### src/rtl/frame_write_arbiter.sv
// frame_write_arbiter: packs serial pixel bits from a UART receiver into RAM
// words and shares one single-port RAM between frame writes and display reads.
// Reads normally win; a held word is forced out once it has waited WR_MAX_WAIT.
module frame_write_arbiter #(
  parameter int LINE_PIXELS = 384,
  parameter int FRAME_LINES = 256,
  parameter int WORD_BITS   = 8,
  parameter int ADDR_W      = 14,
  parameter int WR_MAX_WAIT = 4
) (
  input  logic                 CLK,
  input  logic                 RST_N,
  input  logic                 bit_in,
  input  logic                 bit_valid,
  input  logic                 frame_restart,
  input  logic                 rd_req,
  input  logic [ADDR_W-1:0]    rd_addr,
  output logic                 rd_grant,
  output logic                 rd_valid,
  output logic [WORD_BITS-1:0] rd_data,
  output logic                 mem_en,
  output logic                 mem_we,
  output logic [ADDR_W-1:0]    mem_addr,
  output logic [WORD_BITS-1:0] mem_wdata,
  input  logic [WORD_BITS-1:0] mem_rdata,
  output logic                 frame_done,
  output logic                 overflow
);
  localparam int PIX_W  = (LINE_PIXELS > 1) ? $clog2(LINE_PIXELS) : 1;
  localparam int LINE_W = (FRAME_LINES > 1) ? $clog2(FRAME_LINES) : 1;
  localparam int BIT_W  = $clog2(WORD_BITS + 1);
  localparam int WAIT_W = $clog2(WR_MAX_WAIT + 1);
  localparam logic [PIX_W-1:0]  PIX_LAST  = PIX_W'(LINE_PIXELS - 1);
  localparam logic [LINE_W-1:0] LINE_LAST = LINE_W'(FRAME_LINES - 1);
  localparam logic [BIT_W-1:0]  BIT_LAST  = BIT_W'(WORD_BITS - 1);
  localparam logic [ADDR_W-1:0] WORD_LAST = ADDR_W'(LINE_PIXELS * FRAME_LINES / WORD_BITS - 1);
  localparam logic [WAIT_W-1:0] WAIT_MAX  = WAIT_W'(WR_MAX_WAIT);

  typedef enum logic {IDLE, PEND} state_t;

  state_t                state_q, state_d;
  logic                  bv_s1_q, bv_s1_d, bv_s2_q, bv_s2_d, bv_s3_q, bv_s3_d;
  logic                  bi_s1_q, bi_s1_d, bi_s2_q, bi_s2_d;
  logic [WORD_BITS-1:0]  shift_q, shift_d;
  logic [BIT_W-1:0]      bit_cnt_q, bit_cnt_d;
  logic [PIX_W-1:0]      pix_cnt_q, pix_cnt_d;
  logic [LINE_W-1:0]     line_cnt_q, line_cnt_d;
  logic [ADDR_W-1:0]     word_addr_q, word_addr_d;
  logic [ADDR_W-1:0]     hold_addr_q, hold_addr_d;
  logic [WORD_BITS-1:0]  hold_data_q, hold_data_d;
  logic [WAIT_W-1:0]     wait_q, wait_d;
  logic                  rd_valid_q, rd_valid_d;
  logic                  frame_done_q, frame_done_d;
  logic                  overflow_q, overflow_d;

  logic                  pix_evt, word_cmp, wr_issue, rd_gnt, drop;
  logic [WORD_BITS-1:0]  word_new;

  // Next-state logic: pixel capture, word assembly, counters, write FSM, arbitration
  always_comb begin
    pix_evt   = bv_s2_q & ~bv_s3_q & ~frame_restart;
    word_cmp  = pix_evt & (bit_cnt_q == BIT_LAST);
    word_new  = {shift_q[WORD_BITS-2:0], bi_s2_q};
    wr_issue  = RST_N & (state_q == PEND) & (~rd_req | (wait_q >= WAIT_MAX));
    rd_gnt    = RST_N & rd_req & ~wr_issue;
    drop      = word_cmp & (state_q == PEND) & ~wr_issue;

    bv_s1_d      = bit_valid;
    bv_s2_d      = bv_s1_q;
    bv_s3_d      = bv_s2_q;
    bi_s1_d      = bit_in;
    bi_s2_d      = bi_s1_q;
    shift_d      = shift_q;
    bit_cnt_d    = bit_cnt_q;
    pix_cnt_d    = pix_cnt_q;
    line_cnt_d   = line_cnt_q;
    word_addr_d  = word_addr_q;
    state_d      = state_q;
    hold_addr_d  = hold_addr_q;
    hold_data_d  = hold_data_q;
    wait_d       = wait_q;
    overflow_d   = overflow_q;
    rd_valid_d   = rd_gnt;
    frame_done_d = (wr_issue & (hold_addr_q == WORD_LAST)) | (drop & (word_addr_q == WORD_LAST));

    if (frame_restart) begin
      shift_d     = '0;
      bit_cnt_d   = '0;
      pix_cnt_d   = '0;
      line_cnt_d  = '0;
      word_addr_d = '0;
    end else if (pix_evt) begin
      if (word_cmp) begin
        shift_d     = '0;
        bit_cnt_d   = '0;
        word_addr_d = (word_addr_q == WORD_LAST) ? '0 : word_addr_q + ADDR_W'(1);
      end else begin
        shift_d   = word_new;
        bit_cnt_d = bit_cnt_q + BIT_W'(1);
      end
      if (pix_cnt_q == PIX_LAST) begin
        pix_cnt_d  = '0;
        line_cnt_d = (line_cnt_q == LINE_LAST) ? '0 : line_cnt_q + LINE_W'(1);
      end else begin
        pix_cnt_d = pix_cnt_q + PIX_W'(1);
      end
    end

    case (state_q)
      IDLE: begin
        if (word_cmp) begin
          state_d     = PEND;
          hold_addr_d = word_addr_q;
          hold_data_d = word_new;
          wait_d      = '0;
        end
      end
      PEND: begin
        if (wr_issue) begin
          wait_d = '0;
          if (word_cmp) begin
            hold_addr_d = word_addr_q;
            hold_data_d = word_new;
          end else begin
            state_d = IDLE;
          end
        end else begin
          if (wait_q < WAIT_MAX) wait_d = wait_q + WAIT_W'(1);
          if (word_cmp) overflow_d = 1'b1;
        end
      end
      default: state_d = IDLE;
    endcase
  end

  // State registers with synchronous active-low reset
  always_ff @(posedge CLK) begin
    if (!RST_N) begin
      state_q      <= IDLE;
      bv_s1_q      <= 1'b0;
      bv_s2_q      <= 1'b0;
      bv_s3_q      <= 1'b0;
      bi_s1_q      <= 1'b0;
      bi_s2_q      <= 1'b0;
      shift_q      <= '0;
      bit_cnt_q    <= '0;
      pix_cnt_q    <= '0;
      line_cnt_q   <= '0;
      word_addr_q  <= '0;
      hold_addr_q  <= '0;
      hold_data_q  <= '0;
      wait_q       <= '0;
      rd_valid_q   <= 1'b0;
      frame_done_q <= 1'b0;
      overflow_q   <= 1'b0;
    end else begin
      state_q      <= state_d;
      bv_s1_q      <= bv_s1_d;
      bv_s2_q      <= bv_s2_d;
      bv_s3_q      <= bv_s3_d;
      bi_s1_q      <= bi_s1_d;
      bi_s2_q      <= bi_s2_d;
      shift_q      <= shift_d;
      bit_cnt_q    <= bit_cnt_d;
      pix_cnt_q    <= pix_cnt_d;
      line_cnt_q   <= line_cnt_d;
      word_addr_q  <= word_addr_d;
      hold_addr_q  <= hold_addr_d;
      hold_data_q  <= hold_data_d;
      wait_q       <= wait_d;
      rd_valid_q   <= rd_valid_d;
      frame_done_q <= frame_done_d;
      overflow_q   <= overflow_d;
    end
  end

  // RAM port: write of the held word, else granted read, else idle
  always_comb begin
    rd_grant  = rd_gnt;
    mem_en    = rd_gnt | wr_issue;
    mem_we    = wr_issue;
    mem_addr  = wr_issue ? hold_addr_q : (rd_gnt ? rd_addr : '0);
    mem_wdata = wr_issue ? hold_data_q : '0;
    rd_valid  = rd_valid_q;
    rd_data   = rd_valid_q ? mem_rdata : '0;
    frame_done = frame_done_q;
    overflow   = overflow_q;
  end

endmodule

### config.mk
export PLATFORM = sky130hd
export DESIGN_NAME = frame_write_arbiter
export DESIGN_NICKNAME = d
export VERILOG_FILES = /design/src/rtl/frame_write_arbiter.sv
export SDC_FILE = /design/constraint.sdc
export NUM_CORES = 1
export LEC_CHECK = 0
export ABC_AREA = 1
export CAP_MARGIN = 20
export CORE_MARGIN = 2
export CORE_UTILIZATION = 25
export CTS_BUF_LIST = sky130_fd_sc_hd__clkbuf_2 sky130_fd_sc_hd__clkbuf_4 sky130_fd_sc_hd__clkbuf_8
export DETAILED_ROUTE_END_ITERATION = 10
export GPL_TIMING_DRIVEN = 0
export SLEW_MARGIN = 30
export SYNTH_ARGS = -nofsm -noshare
export SYNTH_HDL_FRONTEND = slang
export SYNTH_SLANG_ARGS = --single-unit
### constraint.sdc
create_clock -name CLK -period 2.33 [get_ports CLK]
set_input_delay 0.3495 -clock CLK [delete_from_list [all_inputs] [get_ports CLK]]
set_output_delay 0.3495 -clock CLK [all_outputs]
set_load 0.01 [all_outputs]
==> results of run 1 <==
## cell families after synthesis
family | count (synthesis) | share of synthesized area (%)
xor gates and xnor gates | 10 | 3.27
and+or+nand+nor | 145 | 24.2
DFF | 59 | 44.1
adders and majority gates | 3 | 1.40
AOI/OAI and AO/OA | 78 | 16.5
buffers and inverters | 64 | 10.6
## state kept, by name (all words and copies together), names as in the netlist, 3 cells and up
register	cells
hold_data_q	8
shift_q	7
wait_q	3
hold_addr_q	14
bit_cnt_q	4
word_addr_q	14
## final timing paths
path,from,end,slack [ns]
worst max-delay path,state_q,mem_addr[5],0.1
worst min-delay path,bv_s1_q,bv_s2_q,0.41
worst max register to register,bit_cnt_q[0],word_addr_q[9],0.67
worst min register to register,bv_s1_q,bv_s2_q,0.41
## cell usage in the layout, fill, tap and decap left out, types with 10 or more instances in the layout
master / n
nor2_1: 45
nand3_1: 17
clkdlybuf4s50_1: 51
a22o_1: 10
inv_1: 46
dfxtp_1: 58
nand2_1: 60
a21oi_1: 34
o21ai_0: 29
## tightest hold or removal path: cells and delay by family, from the launching register on
family,cells,cell delay [ns]
buf+inv,1,0.04
simple gates,1,0.04
flops,1,0.31
## stage by stage
stage | power [mW] | hold slack [ns]
3_5_place_dp | 1.19 | 0.397
3_3_place_gp | 1.19 | 0.395
4_1_cts | 2.11 | 0.414
6_report | 2.08 | 0.415
2_1_floorplan | 1.10 | 0.390
5_1_grt | 2.17 | 0.447
## report_power, final
group	total (mW)	internal [mW]	switching, mW
registers	1.01	1.01	0.00201
clock network	0.913	0.489	0.424
logic	0.152	0.0849	0.0671
## routing by layer
layer  vias up  GRT usage, %
li1       1311             -
met1      1146          14.9
met2        69          20.7
met3         8          3.39
met4         0          4.76
met5         -             0
## area by class of cell
class / count / area, um^2 / area share [%]
Timing Repair Buffer: 64 / 658 / 17.6
Multi-Input combinational cell: 236 / 1230 / 33.0
Clock inverter: 7 / 68.8 / 1.84
Sequential cell: 59 / 1180 / 31.7
Tap cell: 136 / 170 / 4.55
Buffer: 15 / 114 / 3.05
Clock buffer: 9 / 124 / 3.31
Inverter: 49 / 184 / 4.92
## synth_stat cells, drive strengths merged
library cell,n,area [um^2]
nand4,8,50.1
clkbuf,3,11.3
xnor2,1,8.76
dfxtp,59,1180
xor2,9,78.8
nor3,4,20.0
inv,49,184
nand3,20,118
nor2,49,205
a22o,10,87.6
nand2,63,246
a211oi,1,7.51
o21ai,30,150
o21bai,1,7.51
buf,12,87.6
ha,3,37.5
a21oi,36,188
nand3b,1,7.51
## timing repair
item,in CTS,in global routing
pin swaps,0,1
setup buffers,1,0
endpoints found under the hold margin,0,0
endpoints found under the setup margin,24,11
gates resized for setup,12,13
==> flow_metrics.tcl, run 1 <==
set metrics [dict create \
    grt_overflow 0 \
    post-dp-hpwl_um 5290 \
    ys_seq_area_share_pct 44.1 \
    die_h_um 107 \
    chipWidth_um 107 \
    num_rows 37 \
    cpMaxStageDelayCell "clkdlybuf4s50_1" \
    grt_pass1_vias 2404 \
    syn_inst 359 \
    finalWeightedCongestion 0.835 \
    period_share_pct 95.9 \
    die-area_mm2 0.0115 \
    drv_cap 0 \
    hold_depth 2 \
    drv_slew 0 \
    synthesis.area_mm2 0.00268 \
    antenna_found_initial 0 \
    htreeDepth 3 \
    cts_tree "built" \
    dp.cells 558 \
    drt-total-wl_um 6810 \
    crit_cells 5 \
    cts.clk_slew.worst_paths_ns 0.07 \
    worstMarginPinSlew_ns 0.482 \
    start_util_pct 25.8 \
    grt_pass1_wl_um 11200 \
    dr.pass1.iters 4 \
    cts_buffer_depth 2 \
    syn_area_per_cell_um2 7.45 \
    grt_start_max_net_pins 12 \
    hold_buffers 0 \
    coreArea_mm2 0.0104 \
    cp_max_fo 10 \
    ys_warn_count 0 \
    cp_top_family "buffers and inverters" \
    top_layer_used "met4" \
    final-hold-violation-count 0 \
    ys_types 31 \
    grtUsageTotal_pct 12.3 \
    fin_ws_ns 0.0965 \
    num-fill-cells 1098 \
    n_antenna_cell 0 \
    power_density_mw_per_mm2 556 \
    cpPeakStageDelay_ns 0.54 \
    root_buffer "clkbuf_8" \
    io_buffers 63 \
    cp-start-kind "flip-flop" \
    dpl_cell_area_mm2 0.00348 \
    ys_seq_elements 59 \
    antenna_left 0 \
    syn-num-nets 390 \
    cts_sinks 59 \
    required_ns 1.98 \
    skew_ns 0.00699 \
    cp_cell_sequence "nand2_1 -> a21oi_4 -> buf_6 -> a22o_1 -> clkdlybuf4s50_1" \
    via_per_inst 4.41 \
    fin_crit_ns 2.23 \
    dr_total_vias 2534 \
    insertion_delay_ns 0.34 \
    wl_met1_um 3080 \
    tns_ns 0 \
    p_leak_nw 1.54 \
    area_growth_syn_to_layout_pct 39.7 \
    crit_buf_inv 2 \
    relSlewSlack_pct 67.9 \
    drt_iter0_drc 136 \
    cts_buffers 9 \
    crit_type "reg2out" \
    ios 64 \
    cp.arrival_ns 1.88 \
    cp-end-kind "output port" \
    setup_viol 0 \
    fmax_ghz 0.448 \
    wl_per_cell_um 11.8 \
    hp-class "reg2reg" \
    drc_errors 0 \
    rr_worst_depth 7 \
    ir_drop_uv 255 \
    status "completed" \
    wl_met2_um 3150 \
    final_util_pct 36.1 \
    fin_nets 465 \
    dr_wl_met3_um 487 \
    instances_no_fill 575 \
    drive_above_1_share_pct 9.79 \
    post-place-ws_ns -0.400 \
    design_area_mm2 0.00374 \
]
Power figures use the tool's default switching activity.
==> run 2: changes to the inputs <==
Settings changed: ABC_AREA 1 to unset.
==> run 2 against run 1 <==
Effect of this change: global-route usage is 0.29 points higher; maximum frequency is 0.23% higher; register-to-register slack worse by 0.26 ns.
==> flow_metrics.tcl, run 2 <==
set metrics [dict create \
    cpMaxStageDelayCell "clkdlybuf4s50_1" \
    grt_busiest_layer "met2" \
    min_from "bv_s1_q" \
    reg2reg_slack_ns 0.41 \
    drv_slew 0 \
    n_antenna_cell 0 \
    grtUsageTotal_pct 12.6 \
    syn_area_per_cell_um2 8.50 \
    synth.area.top_cells "dfxtp_1 43%, a21oi_1 6.5%, o21ai_0 5.1%" \
    cts.clk_slew.worst_paths_ns 0.06 \
    insertion_delay_ns 0.34 \
    use_met2_pct 19.9 \
    cp.arrival_ns 1.88 \
    post-dp-hpwl_um 5470 \
    grt_setup_unrepaired "no" \
    hp-class "reg2reg" \
    drt_iter0_drc 208 \
    tns_ns 0 \
    chipWidth_um 109 \
    dr_total_vias 2618 \
    num_rows 38 \
    io_buffers 63 \
    fmax_ghz 0.449 \
    dpl_cell_area_mm2 0.00356 \
    coreArea_mm2 0.0108 \
    cp_max_fo 10 \
    mostFrequentLayoutCell "clkdlybuf4s50_1" \
    htreeDepth 3 \
    ys.flop_type "dfxtp_1" \
    via_per_inst 4.81 \
    dp.cells 527 \
    final_cell_mix "60 x clkdlybuf4s50_1, 57 x dfxtp_1, 36 x a21oi_1" \
    drt-total-wl_um 7300 \
    met3_usage_pct 3.35 \
    setup_viol 0 \
    wl_per_cell_um 13.4 \
    ys_seq_elements 59 \
    synth_most_common_cell "dfxtp_1" \
    antenna_left 0 \
    synth.largest_area_cell "dfxtp_1" \
    ys_warn_count 0 \
    root_buffer "clkbuf_8" \
    instances_no_fill 544 \
    dr.pass1.iters 4 \
    synthesis.area_mm2 0.00276 \
    hold_end "bv_s2_q" \
    required_ns 1.98 \
    synth_top_area_share_pct 42.9 \
    p_leak_nw 1.33 \
    design_area_mm2 0.00383 \
    cp-end-kind "output port" \
    die_h_um 109 \
    grt_overflow 0 \
    top_regs "hold_addr_q (14), word_addr_q (14), hold_data_q (8)" \
    post-place-ws_ns -0.720 \
    crit_type "reg2out" \
    rr_worst_depth 5 \
    ios 64 \
    cpPeakStageDelay_ns 0.53 \
    cts_buffer_depth 2 \
    relSlewSlack_pct 51.1 \
    status "completed" \
    r2r_start "bit_cnt_q[0]" \
    async_reset_ff_share_pct 0 \
    hold_depth 1 \
    syn-num-nets 355 \
    synth_common_cells "59 x dfxtp_1, 36 x a21oi_1, 31 x nor2_1" \
    grt_pass1_vias 2455 \
    power_density_mw_per_mm2 570 \
    reg2reg_to "word_addr_q[4]" \
    finalWeightedCongestion 0.850 \
    final-hold-violation-count 0 \
    drv_cap 0 \
    worstMarginPinSlew_ns 0.726 \
    ys_types 47 \
    fin_ws_ns 0.102 \
    area_growth_syn_to_layout_pct 39.1 \
    start_util_pct 25.5 \
    fin_crit_ns 2.23 \
    die-area_mm2 0.0119 \
    syn_inst 324 \
    fin_nets 431 \
    cts_sinks 59 \
    grt_pass1_wl_um 11800 \
    ir_drop_uv 250 \
    ys_seq_area_share_pct 42.9 \
    grtUsageMet1_pct 16.4 \
    antenna_found_initial 0 \
    period_share_pct 95.6 \
    drc_errors 0 \
    cts_buffers 9 \
    skew_ns 0.0106 \
    drive_above_1_share_pct 11.1 \
    grt_start_max_net_pins 11 \
    synth_edf_count 0 \
    finalHoldWorstSlack_ns 0.433 \
    cp-start-kind "flip-flop" \
    cts_tree "built" \
    cp_cell_sequence "nand2_1 -> nor2_4 -> buf_4 -> a22o_1 -> clkdlybuf4s50_1" \
    hold_buffers 0 \
]
run 2: changes by cell type after synthesis, moves of 4 or more:
| cell | change |
|---|---|
| and2_1 | +21 |
| a22oi_1 | +8 |
| nand2_1 | -42 |
| inv_1 | -45 |
| a22o_1 | +4 |
| xor2_1 | -7 |
| or4_1 | +4 |
| nand3_1 | +9 |
| clkbuf_1 | +9 |
| nor2_1 | -15 |
run 2: how the worst max path moves through the flow:
stage	startpoint	to	slack (ns)	cells past startpoint
6_report	state_q	mem_addr[10]	0.10	5
5_1_grt	state_q	mem_addr[10]	0.002	5
4_1_cts	state_q	mem_addr[10]	0.03	5
3_5_place_dp	RST_N	mem_addr[10]	-0.72	6
3_3_place_gp	RST_N	mem_addr[10]	-0.69	6
2_1_floorplan	rd_req	mem_addr[10]	0.63	5
run 2: cell families after synthesis:
group / Yosys count / share of synthesized area [%]
simple gates: 140 / 29.7
fa+ha+maj: 3 / 1.36
compound gates: 92 / 19.9
flops: 59 / 42.9
mux: 2 / 0.727
xor+xnor: 6 / 1.91
buf+inv: 22 / 3.59
run 2: per-layer routing:
metal,vias to the layer above,share of wire (%),wire length (um)
met1,1209,47,3450
met3,8,6.3,461
met4,0,1.3,93
li1,1328,-,-
met5,-,0,0
met2,73,45,3300
run 2: stage by stage:
| step | utilization, % | power (mW) |
|---|---|---|
| 6_report | 35.5 | 2.19 |
| 5_1_grt | 35.5 | 2.26 |
| 4_1_cts | 35.4 | 2.21 |
| 3_5_place_dp | 33.0 | 1.18 |
| 3_3_place_gp | 33.0 | 1.18 |
| 2_1_floorplan | - | 1.09 |
run 2: timing repair:
| action | in CTS | in global routing |
|---|---|---|
| resized for setup | 17 | 5 |
| buffers inserted | 1 | 1 |
| pin swaps | 1 | 1 |
| setup endpoints to repair | 25 | 16 |
run 2: critical path, delay by kind of cell, from the launching register on:
family / cells / cell delay (ns)
simple gates: 2 / 0.27
buf+inv: 2 / 0.72
compound gates: 1 / 0.16
flops: 1 / 0.38
run 2: area by class of cell:
| cell class | count | area [um^2] |
|---|---|---|
| flip-flops and latches | 59 | 1180 |
| inverters | 1 | 3.75 |
| repair buffers | 65 | 648 |
| clock buffers | 10 | 138 |
| clock inverters | 5 | 77.6 |
| fillers | 1142 | 6960 |
| multi-input cells | 243 | 1500 |
| well taps | 140 | 175 |
| plain buffers | 21 | 109 |
run 2: where the power goes:
| group | total, mW | internal [mW] | switching (mW) | leakage, nW |
|---|---|---|---|---|
| Combinational | 0.148 | 0.0888 | 0.0596 | 0.744 |
| Sequential | 1.02 | 1.01 | 0.00361 | 0.477 |
| Clock | 1.02 | 0.621 | 0.399 | 0.108 |
| Total | 2.19 | 1.72 | 0.462 | 1.33 |
==> run 3: changes to the inputs <==
Settings changed: CORE_MARGIN 2 to 8.
==> run 3 against run 2 <==
Effect of this change: combinational power grew 5%; setup slack lost 0.039 ns; sequential cell count is the same; via count grew 1.7%; critical endpoint is now mem_addr[4]; wire length grew 6.4%; critical path type is now in2out; die area grew 23%; largest power group unchanged; clock power shrank 8%.
==> flow_metrics.tcl, run 3 (same netlist as run 2, synthesis figures left out) <==
set metrics [dict create \
    area_growth_syn_to_layout_pct 40.2 \
    grt_pass1_vias 2546 \
    hold_buffers 0 \
    top_regs "hold_addr_q (14), word_addr_q (14), hold_data_q (8)" \
    skew_ns 0.0151 \
    n_antenna_cell 0 \
    chipWidth_um 121 \
    final-hold-violation-count 0 \
    antenna_left 0 \
    post-dp-hpwl_um 5910 \
    status "completed" \
    grtUsageTotal_pct 10.6 \
    cpMaxStageDelayCell "clkdlybuf4s50_1" \
    htreeDepth 3 \
    cts_tree "built" \
    post-place-ws_ns -0.725 \
    drt-total-wl_um 7760 \
    cp_cell_sequence "dlygate4sd2_1 -> nor2b_4 -> nor2_4 -> nor2_4 -> buf_6 -> a22o_1 -> clkdlybuf4s50_1" \
    antenna_found_initial 0 \
    cts_buffer_depth 2 \
    drive_above_1_share_pct 12.2 \
    hp-class "reg2reg" \
    drt_iter0_drc 152 \
    crit_type "in2out" \
    root_buffer "clkbuf_8" \
    period_share_pct 97.3 \
    ir_drop_uv 296 \
    drc_errors 0 \
    grt_start_max_net_pins 11 \
    fmax_ghz 0.441 \
    drv_slew 0 \
    worstMarginPinSlew_ns 0.707 \
    cp-end-kind "output port" \
    cp-start-kind "input pin" \
    cpPeakStageDelay_ns 0.53 \
    final_cell_mix "57 x dfxtp_1, 55 x clkdlybuf4s50_1, 36 x a21oi_1" \
    p_leak_nw 1.41 \
    num_rows 38 \
    die_h_um 121 \
    cts_sinks 59 \
    fin_ws_ns 0.0626 \
    die-area_mm2 0.0146 \
    via_per_inst 4.85 \
    mostFrequentLayoutCell "dfxtp_1" \
    cts.clk_slew.worst_paths_ns 0.06 \
    start_util_pct 25.5 \
    setup_viol 0 \
    required_ns 1.98 \
    grt_setup_unrepaired "yes" \
    fin_crit_ns 2.27 \
    cp.arrival_ns 1.92 \
    drv_cap 0 \
    grt_pass1_wl_um 12800 \
    dr.pass1.iters 4 \
    coreArea_mm2 0.0108 \
    dr_total_vias 2662 \
    power_density_mw_per_mm2 548 \
    cp_max_fo 10 \
    dpl_cell_area_mm2 0.00356 \
    grt_overflow 0 \
    ios 64 \
    fin_nets 435 \
    io_buffers 63 \
    relSlewSlack_pct 52.4 \
    crit_path_frequent_cell "nor2_4" \
    finalWeightedCongestion 0.798 \
    insertion_delay_ns 0.34 \
    design_area_mm2 0.00386 \
    wl_per_cell_um 14.1 \
    cts_buffers 9 \
]
-- run 3: per-layer routing --
metal	global-route usage [%]	vias to the layer above	routed length [um]
met3	3.77	8	566
met5	0	-	0
met4	3.04	0	83
li1	-	1339	-
met2	15.6	85	3280
met1	14.2	1230	3840
-- run 3: metrics by stage --
stage | power, mW | TNS, ns | hold slack (ns) | util [%] | instances
final | 2.11 | 0 | 0.432 | 35.8 | 549
after global routing | 2.19 | -0.0525 | 0.458 | 35.8 | 549
after CTS | 2.14 | 0 | 0.435 | 35.3 | 544
after detailed placement | 1.19 | -15.20 | 0.421 | 33.0 | 527
after global placement | 1.18 | -14.52 | 0.414 | 33.0 | 527
after floorplan | 1.09 | 0 | 0.412 | - | 324
-- run 3: repair_timing --
action                                 in CTS  in global routing
setup endpoints to repair                  25                 16
buffers inserted                            1                  5
pin swaps                                   1                  2
resized for setup                          18                 10
endpoints found under the hold margin       0                  0
-- run 3: critical path, delay by kind of cell --
family | cells | cell delay, ns
buffers and inverters | 3 | 0.99
AND/OR/NAND/NOR | 3 | 0.44
AO/OA/AOI/OAI | 1 | 0.13
-- run 3: area by class of cell --
type	instances	area (um^2)
plain buffers	21	113
clock buffers	12	153
clock inverters	4	50.0
fillers	1145	6930
inverters	1	3.75
multi-input cells	243	1500
flip-flops and latches	59	1180
well taps	140	175
repair buffers	69	687
-- run 3: path summary, 6_finish.rpt --
kind	startpoint	endpoint	slack, ns	depth (start not counted)
worst max-delay path	rd_req	mem_addr[4]	0.06	7
worst min-delay path	bv_s1_q	bv_s2_q	0.43	1
worst max register to register	bit_cnt_q[0]	word_addr_q[6]	0.44	5
worst min register to register	bv_s1_q	bv_s2_q	0.43	1
-- run 3: power by group --
group	internal, mW	total [mW]	switching [mW]
Clock	0.545	0.943	0.398
Combinational	0.0917	0.155	0.0633
Sequential	1.01	1.02	0.00347
